`config.mk`:
```
export PLATFORM = sky130hd
export DESIGN_NAME = fp_norm_pack
export DESIGN_NICKNAME = d
export VERILOG_FILES = /design/src/rtl/fp_norm_pack.sv
export SDC_FILE = /design/constraint.sdc
export NUM_CORES = 1
export LEC_CHECK = 0
export BUFFER_PORTS_ARGS = -buffer_cell sky130_fd_sc_hd__clkbuf_2
export CORE_ASPECT_RATIO = 0.7
export CORE_UTILIZATION = 40
export CTS_BUF_LIST = sky130_fd_sc_hd__clkbuf_4
export DETAILED_ROUTE_END_ITERATION = 8
export GPL_ROUTABILITY_DRIVEN = 0
export GPL_TIMING_DRIVEN = 0
export PLACE_DENSITY_LB_ADDON = 0.25
export SYNTH_ARGS = -nofsm -noshare
export SYNTH_HDL_FRONTEND = slang
export SYNTH_SLANG_ARGS = --single-unit
export TNS_END_PERCENT = 30
```
`constraint.sdc`:
```
create_clock -name clk -period 2.9 [get_ports clk]
set_input_delay 0.145 -clock clk [delete_from_list [all_inputs] [get_ports clk]]
set_output_delay 0.145 -clock clk [all_outputs]
set_load 0.01 [all_outputs]
```
`src/rtl/fp_norm_pack.sv`:
```
// Normalize/pack stage of the single-precision add/sub datapath: turns the
// mantissa result word and aligned exponent into a packed IEEE-754 value.
module fp_norm_pack #(
    parameter int EXP_W  = 8,
    parameter int FRAC_W = 23
) (
    input  logic                      clk,
    input  logic                      rst_n,
    input  logic                      in_valid,
    output logic                      in_ready,
    input  logic [FRAC_W+3:0]         in_res,
    input  logic [EXP_W-1:0]          in_exp,
    output logic                      out_valid,
    input  logic                      out_ready,
    output logic [EXP_W+FRAC_W:0]     out_fp,
    output logic                      out_zero,
    output logic                      out_ovf,
    output logic                      out_unf
);

    typedef enum logic [1:0] {IDLE, NORM, DONE} state_t;

    // One extra exponent bit keeps the increment/decrement compares exact.
    localparam logic [EXP_W:0] EXP_MAX = {1'b0, {EXP_W{1'b1}}};
    localparam logic [EXP_W:0] EXP_ONE = {{EXP_W{1'b0}}, 1'b1};

    state_t              state;
    logic                r_zero;
    logic                r_sign;
    logic                r_cout;
    logic [FRAC_W:0]     r_sum;
    logic [EXP_W:0]      r_exp;
    logic [EXP_W:0]      exp_inc;
    logic [EXP_W+FRAC_W:0] inf_fp;

    assign exp_inc = r_exp + 1'b1;
    assign inf_fp  = {r_sign, {EXP_W{1'b1}}, {FRAC_W{1'b0}}};

    // Every NORM rule except the left shift finishes the operation, so
    // DONE/out_valid are the NORM defaults and the shift branch overrides them.
    always_ff @(posedge clk or negedge rst_n) begin
        if (!rst_n) begin
            state     <= IDLE;
            in_ready  <= 1'b1;
            out_valid <= 1'b0;
            out_fp    <= '0;
            out_zero  <= 1'b0;
            out_ovf   <= 1'b0;
            out_unf   <= 1'b0;
            r_zero    <= 1'b0;
            r_sign    <= 1'b0;
            r_cout    <= 1'b0;
            r_sum     <= '0;
            r_exp     <= '0;
        end else begin
            case (state)
                IDLE: begin
                    if (in_valid) begin
                        r_zero   <= in_res[FRAC_W+3];
                        r_sign   <= in_res[FRAC_W+2];
                        r_cout   <= in_res[FRAC_W+1];
                        r_sum    <= in_res[FRAC_W:0];
                        r_exp    <= {1'b0, in_exp};
                        in_ready <= 1'b0;
                        state    <= NORM;
                    end
                end
                NORM: begin
                    state     <= DONE;
                    out_valid <= 1'b1;
                    if (r_zero || (!r_cout && r_sum == '0)) begin
                        out_fp   <= '0;
                        out_zero <= 1'b1;
                    end else if (r_exp == EXP_MAX) begin
                        out_fp  <= inf_fp;
                        out_ovf <= 1'b1;
                    end else if (r_cout) begin
                        if (exp_inc == EXP_MAX) begin
                            out_fp  <= inf_fp;
                            out_ovf <= 1'b1;
                        end else begin
                            out_fp <= {r_sign, exp_inc[EXP_W-1:0], r_sum[FRAC_W:1]};
                        end
                    end else if (r_exp == '0) begin
                        out_fp   <= '0;
                        out_zero <= 1'b1;
                        out_unf  <= 1'b1;
                    end else if (r_sum[FRAC_W]) begin
                        out_fp <= {r_sign, r_exp[EXP_W-1:0], r_sum[FRAC_W-1:0]};
                    end else if (r_exp == EXP_ONE) begin
                        // Shifting further would need a denormal; flush instead.
                        out_fp   <= '0;
                        out_zero <= 1'b1;
                        out_unf  <= 1'b1;
                    end else begin
                        r_sum     <= r_sum << 1;
                        r_exp     <= r_exp - 1'b1;
                        state     <= NORM;
                        out_valid <= 1'b0;
                    end
                end
                DONE: begin
                    if (out_ready) begin
                        out_valid <= 1'b0;
                        out_zero  <= 1'b0;
                        out_ovf   <= 1'b0;
                        out_unf   <= 1'b0;
                        in_ready  <= 1'b1;
                        state     <= IDLE;
                    end
                end
                default: state <= IDLE;
            endcase
        end
    end

endmodule

```
# Yosys cells after proc, flatten, opt, wreduce, memory -nomap -nowiden
# Cells that the tools add are included.
[word_totals] regBits=75 input_bits=39 out_inout_bits=37 wordCells=113
[op_classes] n_addsub=2 eq_ne=21 muxes=57 n_reduce_logical=20
[op_table] cell="$mux 32" n=6
[op_table] cell="$mux 24" n=7
[op_table] cell="$mux 9" n=7
[op_table] cell="$pmux 24 s2" n=1
[op_table] cell="$mux 31" n=1
[op_table] cell="$logic_not 24->1" n=1
[op_table] cell="$mux 1" n=20
[op_table] cell="$eq 9x8->1 const B" n=2
[op_table] cell="$ne 3x3->1 const B" n=6
[op_table] cell="$pmux 9 s2" n=1
[op_table] cell="$mux 2" n=8
[op_table] cell="$ne 2x2->1 const B" n=8
[op_table] cell="$reduce_and 6->1" n=2
[op_table] cell="$pmux 1 s2" n=5
[op_table] cell="$add 9x1->9 const B" n=1
[op_table] cell="$eq 9x1->1 const B" n=1
[op_table] cell="$logic_not 9->1" n=1
[op_table] cell="$sub 9x1->9 const B" n=1
[op_table] cell="$ne 4x4->1 const B" n=2
[op_table] cell="$reduce_and 2->1" n=4
[op_table] cell="$reduce_and 8->1" n=1
[op_table] cell="$reduce_and 7->1" n=1
[op_table] cell="$pmux 2 s3" n=1
[op_table] cell="$reduce_bool 2->1" n=3
[op_table] cell="other kinds (9)" n=9

# Logic depth before layout (Yosys ltp)
# Gate-level depths: netlist of run 1.
[logic_depth] ltp_word=8 mapped_depth=10 mapped_depth_nobuf=9

# Least setup slack after synthesis of run 1
# Ideal clock, no wire load.
[synth_path] path_type="register to register" start="register r_exp[0]" end="register r_sum[1]" setup_ns=0.126 arrival_ns=2.401 required_time_ns=2.774 setup_slack_ns=0.373 stages_incl_launch_ff=11 n_path_buf=1 period_less_slack_ns=2.527 path_cell_list="dfrtp_1 > ha_1 > nand3_1 > nor3_1 > ha_1 > nor2_1 > o211ai_1 > nand2_1 > o21ai_4 > buf_4 > a221o_1"
[synth_via] elab_chain_len=3 word_cells_on_any_way=7 cone_classes="5 x eq/ne; 2 x reduce/logical"
[synth_lines] element="start: declaration" line="32" text="logic [EXP_W:0] r_exp;"
[synth_lines] element="start signal: assignment" line="63" text="r_exp <= {1'b0, in_exp};"
[synth_lines] element="start signal: assignment" line="97" text="r_exp <= r_exp - 1'b1;"
[synth_lines] element="$eq 9x1->1 (tied with other cells)" line="90" text="end else if (r_exp == EXP_ONE) begin"
[synth_lines] element="$ne 2x2->1 (no line)"
[synth_lines] element="$reduce_and 8->1 (no line) *"
[synth_lines] element="end signal: assignment" line="62" text="r_sum <= in_res[FRAC_W:0];"
[synth_lines] element="end signal: assignment" line="96" text="r_sum <= r_sum << 1;"
[synth_lines] element="end: declaration" line="31" text="logic [FRAC_W:0] r_sum;"
# Every way passes the cells marked *; elsewhere a longest branch is shown, timed or not.
# A chain may end at the register's enable or synchronous reset.

# Worst setup path after layout of run 1
[layout_path] start="register r_exp[0]" end="register r_sum[3]"
# Same word-level chain as after synthesis.

==> results.sh, run 1 <==
export IMPL_place_hpwl_microns=9030
export IMPL_power_per_cell_area_nw_per_um2=1080
export IMPL_grt_pass1_wl_microns=19600
export IMPL_clock_sinks=75
export IMPL_outcome="finished, final reports clean"
export IMPL_die_x_microns=124
export IMPL_nNetsFinal=582
export IMPL_firstDrtPassIters=5
export IMPL_critical_path_max_fanout=10
export IMPL_post_route_min_period_ns=2.75
export IMPL_rows=30
export IMPL_synth_edf_count=0
export IMPL_grt_setup_unrepaired="true"
export IMPL_fmax_mhz=363
export IMPL_grt_max_degree=47
export IMPL_cp_num_buf_inv=1
export IMPL_antenna_found_initial=0
export IMPL_worstPathCellList="ha_1 -> nand3_1 -> nor3_1 -> ha_1 -> nor2_2 -> o211ai_1 -> nand2_2 -> o21ai_4 -> buf_4 -> a221o_1"
export IMPL_numPortBuffers=75
export IMPL_ios=76
export IMPL_worst_pin_slew_ns=0.773
export IMPL_start_util_pct=42.0
export IMPL_end_kind="flop"
export IMPL_syn_area_sq_um=4160
export IMPL_synth_top_area_share_pct=44.5
export IMPL_cts_buffers=9
export IMPL_drv_slew=0
export IMPL_p_leak_nw=2.31
export IMPL_wl_per_cell_microns=18.0
export IMPL_seq_area_frac_synth_pct=45.2
export IMPL_n_antenna_cell=0
export IMPL_drt_initial_drc_count=324
export IMPL_maxCapViolCount=0
export IMPL_ir_worst_vdd_mv=0.407
export IMPL_min_delay_path_depth=3
export IMPL_async_flop_share_pct=100
export IMPL_cp_slowest_stage_delay_ns=0.50
export IMPL_arrival_ns=3.07
export IMPL_clk_pin_slew_ns=0.13
export IMPL_synthToLayoutAreaGrowth_pct=20.3
export IMPL_path_class="reg -> reg"
export IMPL_syn_inst=439
export IMPL_final_common_cell="clkbuf_2"
export IMPL_clk_insertion_delay_late_ns=0.44
export IMPL_yosysTopAreaCell="dfrtp_1"
export IMPL_synth_nets=484
export IMPL_crit_top_cell="ha_1"
export IMPL_relSlewSlack_pct=48.0
export IMPL_synth_cell_types=61
export IMPL_grt_use_total_pct=24.3
export IMPL_num_vias=3932
export IMPL_grt_overflow_total=0
export IMPL_final_cell_mix="clkbuf_2 (77), nand2_1 (74), dfrtp_1 (73), o21ai_0 (35), and3_1 (29)"
export IMPL_finClkSkew_ns=0.0190
export IMPL_period_share_pct=94.9
export IMPL_hold_viol=0
export IMPL_fp_dieArea_sq_um=10800
export IMPL_whs_ns=0.0188
export IMPL_chipHeight_microns=87.3
export IMPL_crit_cells=10
export IMPL_wirelength_microns=12100
export IMPL_root_buffer="clkbuf_4"
export IMPL_synth_area_leaders="dfrtp_1 (45%), nand2_1 (6.8%), a221o_1 (5.3%)"
export IMPL_clockBufferDepth=2
export IMPL_coreArea_sq_um=9910
export IMPL_setup_viol=0
export IMPL_ys_flop_type="dfrtp_1"
export IMPL_final_layout_size_suffix_gt1_share_pct=21.6
export IMPL_h_tree_depth=3
export IMPL_critPathTopFamily="simple AND/OR/NAND/NOR gates"
export IMPL_hp_class="in -> reg"
export IMPL_drc=0
export IMPL_vias_per_cell=5.87
export IMPL_ant_nets=0
export IMPL_crit_path_start_kind="flop"
export IMPL_cts_tree="done"
export IMPL_syn_mean_instance_area_sq_um=9.47
export IMPL_final_util_pct=50.5
export IMPL_slowest_stage="dfrtp_2"
export IMPL_synth_seq_cells=75
export IMPL_grt_pass1_vias=3629
export IMPL_rr_worst_depth=10
export IMPL_critPathRequiredTime_ns=3.22
export IMPL_ys_warn_count=0
## worst register-to-register path: cells and delay by family, from the launching register on
kind / cells / cell delay, ns
adders and majority gates: 2 / 0.48
DFF: 1 / 0.50
buffers and inverters: 1 / 0.22
and+or+nand+nor: 4 / 0.72
AOI/OAI and AO/OA: 3 / 0.71
## per-layer routing
metal / share of wire [%] / vias up / routed length [microns] / track usage [%]
met3: 7.4 / 13 / 889 / 6.15
li1: - / 1858 / - / -
met4: 1.2 / 0 / 145 / 6.57
met2: 41 / 158 / 4980 / 32.8
met5: 0 / - / 0 / 0
met1: 50 / 1903 / 6070 / 37.4
## layout make-up
cell class	count	area [sq um]
clock buffers	9	67.6
multi-input cells	321	2110
fillers	972	4910
clock inverters	7	82.6
flip-flops and latches	75	1880
plain buffers	33	154
inverters	10	37.5
repair buffers	87	510
well taps	128	160
## cells by family (layout without fill, tap and decap cells)
group / after synthesis / count (layout) / share of synthesized area, %
XOR/XNOR: 3 / 3 / 0.632
AND/OR/NAND/NOR: 163 / 163 / 19.1
multiplexers: 5 / 5 / 1.32
flip-flops: 75 / 75 / 45.2
buffers and inverters: 43 / 146 / 4.51
AO/OA/AOI/OAI: 144 / 144 / 27.5
adder cells (fa/ha/maj): 6 / 6 / 1.81
## where the power goes
| part | internal [mW] | leakage (nW) | switching, mW |
|---|---|---|---|
| clock | 0.338 | 0.0761 | 0.364 |
| combinational | 1.11 | 1.28 | 1.67 |
| sequential | 1.46 | 0.954 | 0.466 |
| total | 2.91 | 2.31 | 2.50 |
## synth_stat cells, types with 3 or more instances
library cell / number
and3_1: 29
o21ai_0: 35
mux2_2: 4
nand2_1: 75
nand4_1: 3
o211ai_1: 4
o2bb2ai_1: 6
or3_1: 3
nor4_1: 11
dfrtp_1: 74
inv_1: 10
nor2_1: 13
o311ai_0: 3
nor3_1: 6
ha_1: 6
a21oi_1: 13
a22o_1: 23
clkbuf_1: 26
a211oi_1: 4
o21a_1: 3
nand3_1: 12
a221o_1: 22
o41ai_1: 3
buf_2: 3
## per-stage QoR
step | instance area (sq um) | worst slack, ns | total power [mW] | cells | setup TNS [ns]
finish | 5000 | 0.149 | 5.41 | 670 | 0
global route | 5000 | -0.00623 | 5.83 | 670 | -0.0144
CTS | 4970 | 0.0815 | 5.35 | 668 | 0
detailed placement | 4720 | -0.403 | 4.61 | 643 | -7.43
global placement | 4690 | -0.357 | 4.53 | 642 | -6.68
floorplan | 4160 | 0.373 | 3.73 | 439 | 0
## final timing paths
check,startpoint,to,slack (ns)
setup / recovery,r_exp[0],r_sum[3],0.15
hold reg to reg,in_ready,in_ready,0.48
hold / removal,in_exp[7],r_exp[7],0.02
max in group asynchronous,rst_n,in_ready,2.09
setup reg to reg,r_exp[0],r_sum[3],0.15
min in group asynchronous,rst_n,out_valid,0.19
## timing repair
| action | 4_1_cts | 5_1_grt |
|---|---|---|
| hold buffers | 9 | 0 |
| endpoints found under the setup margin | 48 | 29 |
| endpoints found under the hold margin | 37 | 0 |
| pin swaps | 0 | 1 |
| buffers inserted | 0 | 2 |
| gates resized for setup | 5 | 4 |
## state kept, by name, indices dropped and copies added, names as in the netlist
register / flops
r_zero: 1
out_valid: 1
in_ready: 1
r_exp: 9
r_sign: 1
r_cout: 1
out_ovf: 1
r_sum: 24
out_unf: 1
out_fp: 32
state: 2
out_zero: 1
Power figures use the tool's default switching activity.
==> run 2: changes to the inputs <==
--- a/config.mk
+++ b/config.mk
@@ -6,7 +6,10 @@
 export NUM_CORES = 1
 export LEC_CHECK = 0
 export BUFFER_PORTS_ARGS = -buffer_cell sky130_fd_sc_hd__clkbuf_2
+export CELL_PAD_IN_SITES_DETAIL_PLACEMENT = 0
+export CELL_PAD_IN_SITES_GLOBAL_PLACEMENT = 1
 export CORE_ASPECT_RATIO = 0.7
+export CORE_MARGIN = 2
 export CORE_UTILIZATION = 40
 export CTS_BUF_LIST = sky130_fd_sc_hd__clkbuf_4
 export DETAILED_ROUTE_END_ITERATION = 8
==> results.sh, run 2 (same netlist as run 1, synthesis figures left out) <==
export IMPL_total_power_mw=5.31
export IMPL_drc=0
export IMPL_fin_ws_ns=0.151
export IMPL_grt_overflow_total=0
export IMPL_drv_slew=0
export IMPL_hold_viol=0
export IMPL_min_delay_path_depth=3
export IMPL_min_delay_start="in_exp[0]"
export IMPL_clk_insertion_delay_late_ns=0.44
export IMPL_final_cell_mix="clkbuf_2 (78), nand2_1 (74), dfrtp_1 (73), o21ai_0 (34), and3_1 (29)"
export IMPL_chipHeight_microns=89.3
export IMPL_place_hpwl_microns=9370
export IMPL_largest_reg_flops=32
export IMPL_synthToLayoutAreaGrowth_pct=19.6
export IMPL_critPathRequiredTime_ns=3.23
export IMPL_clock_sinks=75
export IMPL_end_kind="flop"
export IMPL_largest_register="out_fp"
export IMPL_post_route_min_period_ns=2.75
export IMPL_wl_per_cell_microns=18.7
export IMPL_period_share_pct=94.8
export IMPL_p_leak_nw=2.30
export IMPL_coreArea_sq_um=10200
export IMPL_grt_setup_unrepaired="true"
export IMPL_outcome="finished, final reports clean"
export IMPL_antenna_found_initial=0
export IMPL_preCtsSetupSlack_ns=-0.518
export IMPL_clockBufferDepth=2
export IMPL_fmax_mhz=364
export IMPL_path_class="reg -> reg"
export IMPL_grt_pass1_vias=3634
export IMPL_worst_pin_slew_ns=0.715
export IMPL_finClkSkew_ns=0.0178
export IMPL_power_per_cell_area_nw_per_um2=1070
export IMPL_ant_nets=0
export IMPL_cts_tree="done"
export IMPL_ios=76
export IMPL_final_layout_size_suffix_gt1_share_pct=22.7
export IMPL_top_regs="out_fp: 32 flops, r_sum: 24 flops, r_exp: 9 flops"
export IMPL_relSlewSlack_pct=51.9
export IMPL_cts_buffers=9
export IMPL_numPortBuffers=75
export IMPL_rows=31
export IMPL_final_common_cell="clkbuf_2"
export IMPL_root_buffer="clkbuf_4"
export IMPL_clk_pin_slew_ns=0.13
export IMPL_holdPathEnd="r_exp[0]"
export IMPL_h_tree_depth=3
export IMPL_fillers=1029
export IMPL_vias_per_cell=5.88
export IMPL_critical_path_max_fanout=10
export IMPL_drt_initial_drc_count=369
export IMPL_die_x_microns=126
export IMPL_fp_dieArea_sq_um=11200
export IMPL_n_antenna_cell=0
export IMPL_maxCapViolCount=0
export IMPL_num_vias=3960
export IMPL_crit_path_start_kind="flop"
export IMPL_rr_worst_depth=10
export IMPL_arrival_ns=3.08
export IMPL_grt_use_total_pct=23.3
export IMPL_nNetsFinal=582
export IMPL_reg2reg_slack_ns=0.15
export IMPL_wirelength_microns=12600
export IMPL_setup_viol=0
export IMPL_hp_class="in -> reg"
export IMPL_firstDrtPassIters=6
export IMPL_start_util_pct=40.6
export IMPL_grt_max_degree=49
export IMPL_ir_worst_vdd_mv=0.342
export IMPL_timing_rr_start="r_exp[0]"
export IMPL_r2r_end="r_sum[4]"
export IMPL_grt_pass1_wl_microns=20100
## run 2: changes by cell type in the layout (fill, tap and decap cells not counted)
cell	previous run	this run
bufinv_16	2	0
clkbuf_1	23	22
clkbuf_2	77	78
clkbuf_4	10	12
clkinv_1	4	0
clkinv_2	0	3
clkinvlp_4	1	2
o21ai_0	35	34
o21ai_2	0	1
## run 2: final cells by class
class	count	area (sq um)	area share (%)
Buffer	33	155	3.12
Clock buffer	11	82.6	1.66
Clock inverter	5	30.0	0.604
Sequential cell	75	1880	37.8
Timing Repair Buffer	87	510	10.3
Multi-Input combinational cell	321	2110	42.5
Inverter	10	37.5	0.755
Tap cell	132	165	3.32
## run 2: worst max-delay path by stage
stage	start	end	slack [ns]
2_1_floorplan	r_exp[0]	r_sum[1]	0.37
3_3_place_gp	r_exp[0]	state[1]	-0.43
3_5_place_dp	r_exp[0]	state[1]	-0.52
4_1_cts	r_exp[0]	r_sum[4]	0.03
5_1_grt	r_exp[0]	r_exp[5]	-0.001
6_report	r_exp[0]	r_sum[4]	0.15
## run 2: timing repair
| action | in CTS | in global routing |
|---|---|---|
| gates resized for setup | 6 | 8 |
| buffers inserted | 0 | 2 |
| hold endpoints to repair | 35 | 0 |
| pin swaps | 0 | 1 |
| hold buffers | 9 | 0 |
| endpoints found under the setup margin | 49 | 46 |
## run 2: report_power, final
group          internal, mW  switching [mW]
clock                 0.191           0.374
combinational          1.11            1.70
sequential             1.46           0.477
total                  2.76            2.55
## run 2: metal layers
layer / track usage, % / vias to the layer above / routed length [microns]
li1: - / 1858 / -
met5: 0 / - / 0
met2: 32.3 / 156 / 5010
met3: 6.94 / 9 / 1010
met4: 4.20 / 0 / 105
met1: 36.0 / 1937 / 6460
## run 2: through the flow
step / cells / utilization (%) / TNS (ns) / instance area (sq um) / hold slack, ns
after floorplan: 439 / - / 0 / 4160 / -0.151
after global placement: 646 / 45.9 / -10.65 / 4700 / 0.339
after detailed placement: 647 / 46.2 / -12.83 / 4730 / 0.138
after CTS: 672 / 48.3 / 0 / 4950 / 0.0108
after global routing: 674 / 48.6 / -0.00137 / 4970 / 0.0201
final: 674 / 48.6 / 0 / 4970 / 0.0267
## run 2: worst max-delay path, cell delays in order, from the launching register on
cell,delay [ns]
dfrtp_2,0.50
ha_1,0.28
nand3_1,0.22
nor3_1,0.09
ha_1,0.21
nor2_2,0.25
o211ai_1,0.23
nand2_2,0.17
o21ai_4,0.11
buf_4,0.23
a221o_1,0.35
==> run 3: changes to the inputs <==
--- a/config.mk
+++ b/config.mk
@@ -5,6 +5,7 @@
 export SDC_FILE = /design/constraint.sdc
 export NUM_CORES = 1
 export LEC_CHECK = 0
+export ABC_AREA = 1
 export BUFFER_PORTS_ARGS = -buffer_cell sky130_fd_sc_hd__clkbuf_2
 export CELL_PAD_IN_SITES_DETAIL_PLACEMENT = 0
 export CELL_PAD_IN_SITES_GLOBAL_PLACEMENT = 1
@@ -16,6 +17,7 @@
 export GPL_ROUTABILITY_DRIVEN = 0
 export GPL_TIMING_DRIVEN = 0
 export PLACE_DENSITY_LB_ADDON = 0.25
+export SKIP_LAST_GASP = 1
 export SYNTH_ARGS = -nofsm -noshare
 export SYNTH_HDL_FRONTEND = slang
 export SYNTH_SLANG_ARGS = --single-unit
==> results.sh, run 3 <==
export IMPL_outcome="finished, final reports clean"
export IMPL_grt_overflow_total=0
export IMPL_cts_resized=0
export IMPL_ys_flop_type="dfrtp_1"
export IMPL_slowest_stage="dfrtp_1"
export IMPL_root_buffer="clkbuf_4"
export IMPL_final_layout_size_suffix_gt1_share_pct=19.7
export IMPL_wirelength_microns=14800
export IMPL_drc=0
export IMPL_grt_pass1_wl_microns=24300
export IMPL_cp_slowest_stage_delay_ns=0.55
export IMPL_place_hpwl_microns=11300
export IMPL_start_util_pct=41.1
export IMPL_num_vias=4896
export IMPL_maxCapViolCount=0
export IMPL_final_common_cell="nand2_1"
export IMPL_hp_class="in -> reg"
export IMPL_clock_sinks=75
export IMPL_hold_viol=0
export IMPL_setup_tns_ns=0
export IMPL_p_leak_nw=3.04
export IMPL_worstPathCellList="ha_1 -> nand2_1 -> inv_1 -> nand2_1 -> nor2_1 -> ha_1 -> inv_1 -> nand3_1 -> buf_2 -> nor2_1 -> nand3_1 -> nand2_1"
export IMPL_wl_per_cell_microns=15.6
export IMPL_grt_max_degree=63
export IMPL_yosys_top_cells_count="nand2_1 (252), nand3_1 (111), dfrtp_1 (74)"
export IMPL_clk_pin_slew_ns=0.13
export IMPL_post_cts_setup_buffers=0
export IMPL_synth_edf_count=0
export IMPL_cts_buffers=9
export IMPL_synth_top_area_share_pct=38.2
export IMPL_largest_register="out_fp"
export IMPL_async_flop_share_pct=100
export IMPL_crit_top_cell="nand2_1"
export IMPL_top_regs="out_fp: 32 flops, r_sum: 24 flops, r_exp: 9 flops"
export IMPL_yosysTopAreaCell="dfrtp_1"
export IMPL_final_util_pct=47.9
export IMPL_chipHeight_microns=96.1
export IMPL_fmax_mhz=389
export IMPL_clk_insertion_delay_late_ns=0.44
export IMPL_synth_cell_types=35
export IMPL_ir_worst_vdd_mv=0.431
export IMPL_synthToLayoutAreaGrowth_pct=16.3
export IMPL_path_class="reg -> reg"
export IMPL_critPathRequiredTime_ns=3.22
export IMPL_relSlewSlack_pct=56.1
export IMPL_crit_path_start_kind="flop"
export IMPL_period_share_pct=88.6
export IMPL_fillers=1195
export IMPL_ios=76
export IMPL_vias_per_cell=5.17
export IMPL_seq_area_frac_synth_pct=38.8
export IMPL_critical_path_max_fanout=10
export IMPL_synth_seq_cells=75
export IMPL_syn_inst=693
export IMPL_n_antenna_cell=0
export IMPL_cts_tree="done"
export IMPL_coreArea_sq_um=11800
export IMPL_drt_initial_drc_count=448
export IMPL_die_x_microns=136
export IMPL_arrival_ns=2.89
export IMPL_post_route_min_period_ns=2.57
export IMPL_ant_nets=0
export IMPL_syn_mean_instance_area_sq_um=6.99
export IMPL_largest_reg_flops=32
export IMPL_rows=33
export IMPL_grt_pass1_vias=4573
export IMPL_grt_setup_unrepaired="false"
export IMPL_fp_dieArea_sq_um=13000
export IMPL_nNetsFinal=830
export IMPL_grt_use_total_pct=24.2
export IMPL_synth_area_leaders="dfrtp_1 (38%), nand2_1 (20%), nand3_1 (11%)"
export IMPL_numPortBuffers=75
export IMPL_synth_nets=738
export IMPL_antenna_found_initial=0
export IMPL_finClkSkew_ns=0.0220
export IMPL_final_cell_mix="nand2_1 (252), nand3_1 (111), clkbuf_2 (74), dfrtp_1 (74), nor2_1 (51)"
export IMPL_synth_most_common_cell="nand2_1"
export IMPL_drv_slew=0
export IMPL_syn_area_sq_um=4840
export IMPL_firstDrtPassIters=5
export IMPL_setup_viol=0
export IMPL_worst_pin_slew_ns=0.659
export IMPL_power_per_cell_area_nw_per_um2=1130
export IMPL_clockBufferDepth=2
export IMPL_h_tree_depth=3
export IMPL_end_kind="flop"
export IMPL_ys_warn_count=0
==> run 3: cell types whose count changed after synthesis, moves of 9 or more <==
| cell | previous run | this run |
|---|---|---|
| clkbuf_1 | 26 | 12 |
| nand2_1 | 75 | 252 |
| nand3_1 | 12 | 111 |
| buf_6 | 2 | 11 |
| a31oi_1 | 2 | 26 |
| nor4_1 | 11 | 0 |
| a221o_1 | 22 | 0 |
| and3_1 | 29 | 0 |
| a22o_1 | 23 | 0 |
| buf_2 | 3 | 16 |
| inv_1 | 10 | 42 |
| nor2_1 | 13 | 51 |
==> run 3: worst max-delay path, delay by kind of cell (launching register included) <==
family | cells | cell delay [ns]
simple gates | 7 | 0.73
buf+inv | 3 | 0.56
fa+ha+maj | 2 | 0.60
flops | 1 | 0.55
==> run 3: metrics by stage <==
stage	hold WS (ns)	cells	area, sq um	total power, mW	setup WS (ns)
2_1_floorplan	-0.151	693	4840	4.52	0.744
3_3_place_gp	0.367	925	5410	5.56	0.254
3_5_place_dp	0.0509	926	5440	5.65	0.253
4_1_cts	0.00545	948	5640	6.31	0.228
5_1_grt	0.0204	947	5630	6.96	0.0655
6_report	0.0108	947	5630	6.34	0.330
==> run 3: kinds of logic after synthesis <==
group	Yosys count	synth area share, %
adders and majority gates	6	1.55
xor gates and xnor gates	1	0.181
DFF	75	38.8
and+or+nand+nor	450	41.4
buffers and inverters	88	9.38
AOI/OAI and AO/OA	73	8.71
==> run 3: report_power, final <==
part           switching [mW]  total [mW]  internal [mW]
Sequential              0.459        1.95           1.49
Combinational            2.45        3.74           1.29
Clock                   0.380       0.646          0.265
==> run 3: final cells by class <==
class / instances / area (sq um) / share of cell area (%)
tap: 157 / 196 / 3.49
timing repair buffer: 82 / 465 / 8.26
clock buffer: 10 / 75.1 / 1.33
inverter: 44 / 165 / 2.93
buffer: 43 / 285 / 5.07
multi-input combinational: 530 / 2510 / 44.6
clock inverter: 6 / 56.3 / 1.00
sequential: 75 / 1880 / 33.3
==> run 3: worst paths after layout <==
path | from | endpoint | slack (ns) | cells past startpoint
min | in_exp[7] | r_exp[7] | 0.01 | 5
min reg2reg | in_ready | in_ready | 0.48 | 2
max in group asynchronous | rst_n | out_fp[22] | 2.18 | 3
max | r_exp[0] | out_fp[21] | 0.33 | 12
min in group asynchronous | rst_n | out_valid | 0.11 | 2
max reg2reg | r_exp[0] | out_fp[21] | 0.33 | 12
==> run 3: metal layers <==
layer / GRT usage [%] / vias to the layer above / share of wire, %
met5: 0 / - / 0
met4: 4.95 / 0 / 1.1
met3: 4.90 / 15 / 7.6
met2: 34.8 / 201 / 40
met1: 37.3 / 2241 / 52
li1: - / 2439 / -
==> run 3: what timing repair did <==
| item | CTS | global route |
|---|---|---|
| setup endpoints to repair | 0 | 17 |
| hold buffers | 6 | 0 |
| hold endpoints to repair | 80 | 0 |
